<file path="src/rtl/prog_clk_gen_if.sv">
// -----------------------------------------------------------------------------
// prog_clk_gen_if
//   Configuration handshake bundle for prog_clk_gen. A config write transfers
//   on a clock edge where cfg_valid && cfg_ready; cfg_ready is combinational
//   in cfg_ch and reflects whether the target channel can take a new shadow.
//
//   Signals
//     cfg_valid   master -> slave  config write request
//     cfg_ready   slave  -> master selected channel can accept a write
//     cfg_ch      master -> slave  target channel index
//     cfg_period  master -> slave  new period in clk cycles
//     cfg_high    master -> slave  new high time in clk cycles
//     cfg_phase   master -> slave  delay from enable to first period start
//
//   Modports
//     master : the configuring agent (driver of the request)
//     slave  : the clock generator (owner of cfg_ready)
// -----------------------------------------------------------------------------
interface prog_clk_gen_if #(
  parameter int NCH = 4,
  parameter int CW  = 16
);
  localparam int CHW = (NCH > 1) ? $clog2(NCH) : 1;

  logic           cfg_valid;
  logic           cfg_ready;
  logic [CHW-1:0] cfg_ch;
  logic [CW-1:0]  cfg_period;
  logic [CW-1:0]  cfg_high;
  logic [CW-1:0]  cfg_phase;

  modport master (
    output cfg_valid,
    output cfg_ch,
    output cfg_period,
    output cfg_high,
    output cfg_phase,
    input  cfg_ready
  );

  modport slave (
    input  cfg_valid,
    input  cfg_ch,
    input  cfg_period,
    input  cfg_high,
    input  cfg_phase,
    output cfg_ready
  );
endinterface

</file>
<file path="src/rtl/prog_clk_gen.sv">
// -----------------------------------------------------------------------------
// prog_clk_gen
//   Multi-channel programmable clock / waveform generator. Each of NCH
//   channels produces a divided clock with programmable period, high time and
//   start phase, all counted in cycles of clk. New settings are written into a
//   per-channel shadow and only become active at a safe point (immediately
//   when the channel is idle or delaying, at the period wrap when running), so
//   the output never carries a truncated or stretched pulse.
//
//   Ports
//     clk            system clock, all logic on posedge
//     rst            synchronous active-high reset
//     en_i           per-channel run enable (level)
//     cfg_if         config handshake (slave modport)
//     clk_out_o      generated waveforms, registered
//     period_tick_o  one-cycle pulse in the last cycle of each running period
//     running_o      channel is delaying, running or finishing its last period
//
//   Per-channel FSM
//     IDLE  -> DELAY (phase > 0) or RUN (phase == 0) when en is sampled high
//     DELAY -> RUN after phase cycles, or back to IDLE if en drops
//     RUN   -> STOP when en drops mid-period; RUN -> IDLE if en is low at wrap
//     STOP  -> RUN if en returns, otherwise IDLE at the wrap
// -----------------------------------------------------------------------------
module prog_clk_gen #(
  parameter int NCH        = 4,
  parameter int CW         = 16,
  parameter int DEF_PERIOD = 10,
  parameter int DEF_HIGH   = 4
) (
  input  logic            clk,
  input  logic            rst,
  input  logic [NCH-1:0]  en_i,
  prog_clk_gen_if.slave   cfg_if,
  output logic [NCH-1:0]  clk_out_o,
  output logic [NCH-1:0]  period_tick_o,
  output logic [NCH-1:0]  running_o
);

  localparam int CHW = (NCH > 1) ? $clog2(NCH) : 1;

  localparam logic [1:0] S_IDLE  = 2'd0;
  localparam logic [1:0] S_DELAY = 2'd1;
  localparam logic [1:0] S_RUN   = 2'd2;
  localparam logic [1:0] S_STOP  = 2'd3;  // RUN with en low: finish the period

  typedef struct packed {
    logic [CW-1:0] period;
    logic [CW-1:0] high;
    logic [CW-1:0] phase;
  } cfg_t;

  localparam cfg_t CFG_RESET = cfg_t'{CW'(DEF_PERIOD), CW'(DEF_HIGH), {CW{1'b0}}};

  // ---------------------------------------------------------------------------
  // Shared handshake logic
  // ---------------------------------------------------------------------------
  logic [NCH-1:0] pend_vec;
  logic           cfg_ready;
  cfg_t           cfg_new;

  assign cfg_new = cfg_t'{cfg_if.cfg_period, cfg_if.cfg_high, cfg_if.cfg_phase};

  // NOTE: every signal written in an always_comb gets a default before any
  // conditional assignment; otherwise an unassigned path infers a latch.
  always_comb begin
    cfg_ready = 1'b0;  // out-of-range channel index is never ready
    for (int c = 0; c < NCH; c++) begin
      if (cfg_if.cfg_ch == CHW'(c)) begin
        cfg_ready = ~pend_vec[c];
      end
    end
  end

  assign cfg_if.cfg_ready = cfg_ready;

  // ---------------------------------------------------------------------------
  // Per-channel generator
  // ---------------------------------------------------------------------------
  for (genvar g = 0; g < NCH; g++) begin : g_ch
    logic [1:0]    state_q, state_d;
    logic [CW-1:0] cnt_q,   cnt_d;
    logic [CW-1:0] dly_q,   dly_d;
    cfg_t          act_q,   act_d;
    cfg_t          shd_q,   shd_d;
    logic          pend_q,  pend_d;
    logic          clk_q,   clk_d;

    logic [CW-1:0] per_eff;
    logic          in_run;
    logic          last;
    logic          apply;
    logic          xfer;

    assign xfer    = cfg_if.cfg_valid && cfg_ready && (cfg_if.cfg_ch == CHW'(g));
    assign in_run  = (state_q == S_RUN) || (state_q == S_STOP);
    // A period below 2 cannot hold both a high and a low cycle; clamp it.
    assign per_eff = (act_q.period < CW'(2)) ? CW'(2) : act_q.period;
    assign last    = (cnt_q == per_eff - CW'(1));
    // Shadow may go live whenever the channel is not mid-period. Using the
    // registered pend_q means a write landing on the wrap edge waits for the
    // following boundary.
    assign apply   = pend_q && (!in_run || last);

    always_comb begin
      state_d = state_q;
      cnt_d   = cnt_q;
      dly_d   = dly_q;
      act_d   = act_q;
      shd_d   = shd_q;
      pend_d  = pend_q;
      clk_d   = 1'b0;

      if (apply) begin
        act_d  = shd_q;
        pend_d = 1'b0;
      end
      // A transfer needs cfg_ready, i.e. pend_q == 0, so it never collides
      // with apply on the same channel.
      if (xfer) begin
        shd_d  = cfg_new;
        pend_d = 1'b1;
      end

      case (state_q)
        S_IDLE: begin
          cnt_d = '0;
          if (en_i[g]) begin
            if (act_d.phase == '0) begin
              state_d = S_RUN;
            end else begin
              // The delay counts down from phase-1, so the phase in force at
              // enable time is captured here and later config writes do not
              // disturb a delay already in progress.
              state_d = S_DELAY;
              dly_d   = act_d.phase - CW'(1);
            end
          end
        end

        S_DELAY: begin
          cnt_d = '0;
          if (!en_i[g]) begin
            state_d = S_IDLE;
          end else if (dly_q == '0) begin
            state_d = S_RUN;
          end else begin
            dly_d = dly_q - CW'(1);
          end
        end

        S_RUN: begin
          cnt_d = last ? '0 : cnt_q + CW'(1);
          if (last) begin
            state_d = en_i[g] ? S_RUN : S_IDLE;
          end else if (!en_i[g]) begin
            state_d = S_STOP;
          end
        end

        default: begin  // S_STOP
          cnt_d = last ? '0 : cnt_q + CW'(1);
          if (last) begin
            state_d = en_i[g] ? S_RUN : S_IDLE;
          end else if (en_i[g]) begin
            state_d = S_RUN;
          end
        end
      endcase

      // Output flop is loaded from the next count and the next active config,
      // so in any running cycle clk_out == (cnt < high) with no extra lag.
      // high == 0 gives constant 0, high >= period gives constant 1.
      if ((state_d == S_RUN) || (state_d == S_STOP)) begin
        clk_d = (cnt_d < act_d.high);
      end
    end

    // NOTE: sequential state uses non-blocking assignments only, so every flop
    // samples the pre-edge value of every other flop.
    always_ff @(posedge clk) begin
      if (rst) begin
        state_q <= S_IDLE;
        cnt_q   <= '0;
        dly_q   <= '0;
        // NOTE: the config registers are reset explicitly (they are small
        // flop banks, not a RAM), which also discards any pending write.
        act_q   <= CFG_RESET;
        shd_q   <= CFG_RESET;
        pend_q  <= 1'b0;
        clk_q   <= 1'b0;
      end else begin
        state_q <= state_d;
        cnt_q   <= cnt_d;
        dly_q   <= dly_d;
        act_q   <= act_d;
        shd_q   <= shd_d;
        pend_q  <= pend_d;
        clk_q   <= clk_d;
      end
    end

    assign pend_vec[g]      = pend_q;
    assign clk_out_o[g]     = clk_q;
    assign period_tick_o[g] = in_run && last;
    assign running_o[g]     = (state_q != S_IDLE);
  end

endmodule
</file>
<file path="src/flat_wrapper.sv">
// flat-port wrapper written by rule: the top's interface ports become plain ports
module prog_clk_gen_flat 
#(
  parameter int NCH        = 4,
  parameter int CW         = 16,
  parameter int DEF_PERIOD = 10,
  parameter int DEF_HIGH   = 4
)
  (clk, rst, en_i, clk_out_o, period_tick_o, running_o, cfg_if_cfg_valid, cfg_if_cfg_ch, cfg_if_cfg_period, cfg_if_cfg_high, cfg_if_cfg_phase, cfg_if_cfg_ready);
  prog_clk_gen_if #(.NCH(NCH), .CW(CW)) cfg_if_i ();
  input  logic clk;
  input  logic rst;
  input  logic [NCH-1:0] en_i;
  output logic [NCH-1:0] clk_out_o;
  output logic [NCH-1:0] period_tick_o;
  output logic [NCH-1:0] running_o;
  input wire logic [$bits(cfg_if_i.cfg_valid)-1:0] cfg_if_cfg_valid;
  input wire logic [$bits(cfg_if_i.cfg_ch)-1:0] cfg_if_cfg_ch;
  input wire logic [$bits(cfg_if_i.cfg_period)-1:0] cfg_if_cfg_period;
  input wire logic [$bits(cfg_if_i.cfg_high)-1:0] cfg_if_cfg_high;
  input wire logic [$bits(cfg_if_i.cfg_phase)-1:0] cfg_if_cfg_phase;
  output wire logic [$bits(cfg_if_i.cfg_ready)-1:0] cfg_if_cfg_ready;
  assign cfg_if_i.cfg_valid = cfg_if_cfg_valid;
  assign cfg_if_i.cfg_ch = cfg_if_cfg_ch;
  assign cfg_if_i.cfg_period = cfg_if_cfg_period;
  assign cfg_if_i.cfg_high = cfg_if_cfg_high;
  assign cfg_if_i.cfg_phase = cfg_if_cfg_phase;
  assign cfg_if_cfg_ready = cfg_if_i.cfg_ready;
  prog_clk_gen #(.NCH(NCH), .CW(CW), .DEF_PERIOD(DEF_PERIOD), .DEF_HIGH(DEF_HIGH)) u_core (.clk(clk), .rst(rst), .en_i(en_i), .cfg_if(cfg_if_i), .clk_out_o(clk_out_o), .period_tick_o(period_tick_o), .running_o(running_o));
endmodule
</file>
<file path="config.mk">
export PLATFORM = sky130hd
export DESIGN_NAME = prog_clk_gen_flat
export DESIGN_NICKNAME = d
export VERILOG_FILES = /design/src/rtl/prog_clk_gen_if.sv /design/src/rtl/prog_clk_gen.sv /design/src/flat_wrapper.sv
export SDC_FILE = /design/constraint.sdc
export NUM_CORES = 1
export LEC_CHECK = 0
export ABC_CLOCK_PERIOD_IN_PS = 11500
export CORE_ASPECT_RATIO = 1.75
export CORE_MARGIN = 8
export CORE_UTILIZATION = 24
export CTS_CLUSTER_SIZE = 30
export DETAILED_ROUTE_END_ITERATION = 7
export GPL_ROUTABILITY_DRIVEN = 0
export PLACE_DENSITY = 0.45
export SETUP_SLACK_MARGIN = 0.1
export SYNTH_ARGS = -nofsm -noshare
export SYNTH_HDL_FRONTEND = slang
export SYNTH_SLANG_ARGS = --single-unit
</file>
<file path="constraint.sdc">
create_clock -name clk -period 11.5 [get_ports clk]
set_clock_uncertainty 0.15 [all_clocks]
set_input_delay 2.3 -clock clk [delete_from_list [all_inputs] [get_ports clk]]
set_output_delay 2.3 -clock clk [all_outputs]
set_load 0.05 [all_outputs]
</file>
-- After elaboration in Yosys (flattened, before gate mapping)
Cells that the tools add are included.
- reductions and logical operators: 66
- mux-type cells: 88
- bitwise gates (word level): 8
- add/sub/neg operators: 16
- equal/unequal tests: 43
- $lt $le $gt $ge: 8
- operator list (cell ; number):
    16-bit two-way mux ; 28
    16-bit by 1-bit subtractor with 16-bit output, second input constant ; 12
    16-bit logical NOT ; 8
    32-bit two-way mux ; 4
    16-bit one-hot mux with 2 select lines ; 4
    2-bit two-way mux ; 36
    16-bit by 1-bit adder with 16-bit output, second input constant ; 4
    16-bit == test ; 4
    16-bit less-than comparator ; 4
    16-bit by 2-bit less-than comparator with 1-bit output, second input constant ; 4
    2-bit == test, second input constant ; 18
    2-bit != test, second input constant ; 16
    2-bit one-hot mux with 3 select lines ; 4
    2-bit nonzero test ; 12
    5-bit AND reduction ; 4
    2-bit OR reduction ; 8
    1-bit logical AND ; 13
    1-bit logical OR ; 12
    1-bit two-way mux ; 12
    2-bit by 1-bit == test with 1-bit output, second input constant ; 5
    2-bit logical NOT ; 5
    1-bit NOT ; 8
    1-bit logical NOT ; 4
- bits of input ports: 57
- output and inout port bits: 13
- register bits after elaboration: 528
- word-level logic and storage cells: 273

-- Depth between registers and ports, before layout
- depth after elaboration: 15
- mapped depth: 27
- gate-level depth less buffers: 24

-- Worst setup path before layout
Ideal clock, no wire load.
- kind: register to output
- start: register u_core.g_ch[3].act_q[34] (netlist bit)
- end: output port period_tick_o[3]
- slack: 4234 ps
- stages on the path, launching flop included: 12
- path buffers: 1
- data arrival time: 4816 ps
- required time: 9050 ps
- cell sequence: dfxtp_1 clkbuf_1 nor4_1 nand2_1 o21ai_0 ha_1 or3b_2 o41ai_1 o221ai_1 a2111oi_0 nand3_1 nor4b_1
- cells in the longest elaborated chain, start to end: 5
- RTL lines (item ; line ; source):
    from (decl) ; prog_clk_gen.sv:84 ; cfg_t act_q, act_d;
    from (signal assigned) ; prog_clk_gen.sv:196 ; act_q <= act_d;
    16-bit by 2-bit less-than comparator with 1-bit output ; prog_clk_gen.sv:98 ; assign per_eff = (act_q.period < CW'(2)) ? CW'(2) : act_q.period;
    16-bit two-way mux * ; prog_clk_gen.sv:98 ;
    16-bit by 1-bit subtractor with 16-bit output * ; prog_clk_gen.sv:99 ; assign last = (cnt_q == per_eff - CW'(1));
    16-bit == test * ; prog_clk_gen.sv:99 ;
    1-bit logical AND * ; prog_clk_gen.sv:205 ; assign period_tick_o[g] = in_run && last;
    to (decl) ; flat_wrapper.sv:15 ; output logic [NCH-1:0] period_tick_o;
Every way passes the cells marked *; elsewhere a longest branch is shown, timed or not.

-- Worst setup path in the final report
- start: register u_core.g_ch[2].act_q[42] (netlist bit)
- end: output port period_tick_o[2]
- cells in the longest elaborated chain, start to end: 5
- RTL lines (item ; line):
    from (decl) ; prog_clk_gen.sv:84
    from (signal assigned) ; prog_clk_gen.sv:196
    16-bit by 2-bit less-than comparator with 1-bit output ; prog_clk_gen.sv:98
    16-bit two-way mux * ; prog_clk_gen.sv:98
    16-bit by 1-bit subtractor with 16-bit output * ; prog_clk_gen.sv:99
    16-bit == test * ; prog_clk_gen.sv:99
    1-bit logical AND * ; prog_clk_gen.sv:205
Marked as above.

==> metrics <==
chip width 268 microns; CTS root buf clkbuf_16; Avg Inst Size Synth 7.80 sq um; worst hold path class reg2reg; Post-synth top cells 696 x nand2_1, 528 x dfxtp_1, 374 x a21oi_1; # setup viols final 0; count leader, synth nand2_1; Arrival @ worst endpoint 5790 ps; input/output buffers 69; Layout Utilization 27.8%; Post-synth ARST share 0%; die height 456 microns; pin count of the biggest net entering global routing 153; nature of the critical path endpoint output pin; pwr dens 146 mW/mm^2; CTS buffer count 54; CTS Hold Buffers Added 0; Sink Count 528; die area 0.122 sq mm; Worst-Margin Slew 1220 ps; first-pass detailed-route iteration total 6; # nets final 3,482; clock insertion delay at the later pin of the skew report 650 ps; htree depth 2; count of final hold-check violations 0; post-synthesis sequential area ratio 39.8%; clock buffer depth 3; GRT Resource Usage Total 15.6%; Synth Cell Area 0.0266 sq mm; number of vias in the routed layout 24,100; dpl hpwl 70.2 mm; final worst path period need 8240 ps; CTS tree done; Remaining Overflow, GRT 0; wire per inst 20.2 microns; max_cap viols 0; VDD IR max 134 uV; Area contributors post-synth dfxtp_1 40%, nand2_1 9.8%, a21oi_1 7.0%; RSZ-0062 raised after global routing false; Synth area leader dfxtp_1; initial antenna violation count 2; DRC 0; Net Count, Synth 3,535; Critical Path Source Type flip-flop; predominant post-synthesis flop cell dfxtp_1; post-placement cell count 4,764; crit share post-route 71.7%; drt total wl 98.5 mm; worst-path fanout max 6; Netlist cell types 89; vias in the first global route 23,500; number of top-level pins 70; top achievable clock speed 121 MHz; critical path required time 9050 ps; CTS clock-pin slew for the worst setup and hold paths 70 ps; Post-synth EDFFs 0; core area 0.110 sq mm; setup tns final 0 ps; Yosys Warn Count 0; ANT nets after route 0; Synth top area share 39.8%; #FFs+latches synth 528; Via density 4.94; Slew HR 18.0%; LEAKAGE 11.1 nW; wire length of the first global-routing pass 147 mm; Cells after Synth 3,406; post-CTS resize count 0; site row count 161; layout cell share with drive strength beyond 1 5.83%; status finished, final reports clean; critical path class reg2out; Post-CTS Setup Inserts 0; Area Overhead vs Synth 15.2%; Post-Layout Cell Count 4,868; Initial Util 24.2%; Final Max Tran Viols 0; Iteration-0 DRC Markers 1,659
sequential cells by signal (all words and copies together), names as in the netlist:
signal / flops
u_core.g_ch.shd_q: 192
u_core.g_ch.state_q: 8
u_core.g_ch.act_q: 192
u_core.g_ch.pend_q: 4
u_core.g_ch.dly_q: 64
u_core.g_ch.cnt_q: 64
u_core.g_ch.clk_q: 4
logic make-up after synthesis:
logic type	Yosys count	share of synthesized area, %
and+or+nand+nor	1561	27.0
AOI/OAI and AO/OA	716	16.5
DFF	528	39.8
buffers and inverters	254	3.69
xor gates and xnor gates	161	5.31
muxes	114	4.33
adders and majority gates	72	3.39
report_power, final:
part / internal (mW) / switching (mW)
Combinational: 0.183 / 0.350
Sequential: 1.88 / 0.0562
Clock: 1.16 / 0.829
worst max-delay path: stages (launching register included):
cell,delay [ps]
dfxtp_1,370
nor3_1,580
nand3_1,280
o41ai_1,570
ha_1,270
nor3b_1,380
nand3_1,160
a32oi_1,200
o211ai_1,120
or4_4,530
nor4_1,650
and2_1,250
clkdlybuf4s50_1,810
per-stage QoR:
| step | total power, mW | cell area [sq um] | hold slack [ps] | setup slack, ps |
|---|---|---|---|---|
| final | 4.46 | 30600 | 299 | 3260 |
| after global routing | 4.64 | 30600 | 317 | 2710 |
| after CTS | 4.53 | 30600 | 298 | 3170 |
| after detailed placement | 2.51 | 28600 | 293 | 3880 |
| after global placement | 2.51 | 28600 | 287 | 3860 |
| after floorplan | 2.31 | 26600 | 282 | 4230 |
final cells by class:
class	count	area, sq um
Fill cell	12000	79400
Clock inverter	31	432
Inverter	40	150
Sequential cell	528	10600
Clock buffer	71	1560
Timing Repair Buffer	105	991
Multi-Input combinational cell	2624	15100
Tap cell	1467	1840
Antenna cell	2	5.00
path summary, 6_finish.rpt:
kind	start	endpoint	slack (ps)	cells after the start
worst min register to register	u_core.g_ch[3].shd_q[47]	u_core.g_ch[3].act_q[47]	300	2
worst max-delay path	u_core.g_ch[2].act_q[42]	period_tick_o[2]	3260	12
worst max register to register	u_core.g_ch[3].act_q[34]	u_core.g_ch[3].clk_q	4760	23
worst min-delay path	u_core.g_ch[3].shd_q[47]	u_core.g_ch[3].act_q[47]	300	2
layer usage:
metal	wire length (microns)	part of all wire [%]	global-route usage, %
met2	50500	51	28.9
met1	38800	39	17.1
met3	3560	3.6	1.90
met5	0	0	0
met4	5620	5.7	7.96
cells in the final DEF, fill, tap and decap left out, types with 19 or more instances in the layout:
cell type	count
buf_4	34
and2_1	19
inv_1	39
xor2_1	77
or3_1	19
o21ai_0	90
nand2_1	693
nand2b_1	31
nor2_1	308
nand4_1	34
ha_1	72
a21oi_1	374
xnor2_1	84
a31oi_1	30
nor2b_1	30
clkdlybuf4s50_1	68
mux2i_1	106
nor3_1	131
a211oi_1	32
nand3_1	92
nor4_1	64
clkbuf_16	55
dfxtp_1	528
and3_1	33
Note: power is estimated with default switching activity, not from simulation.
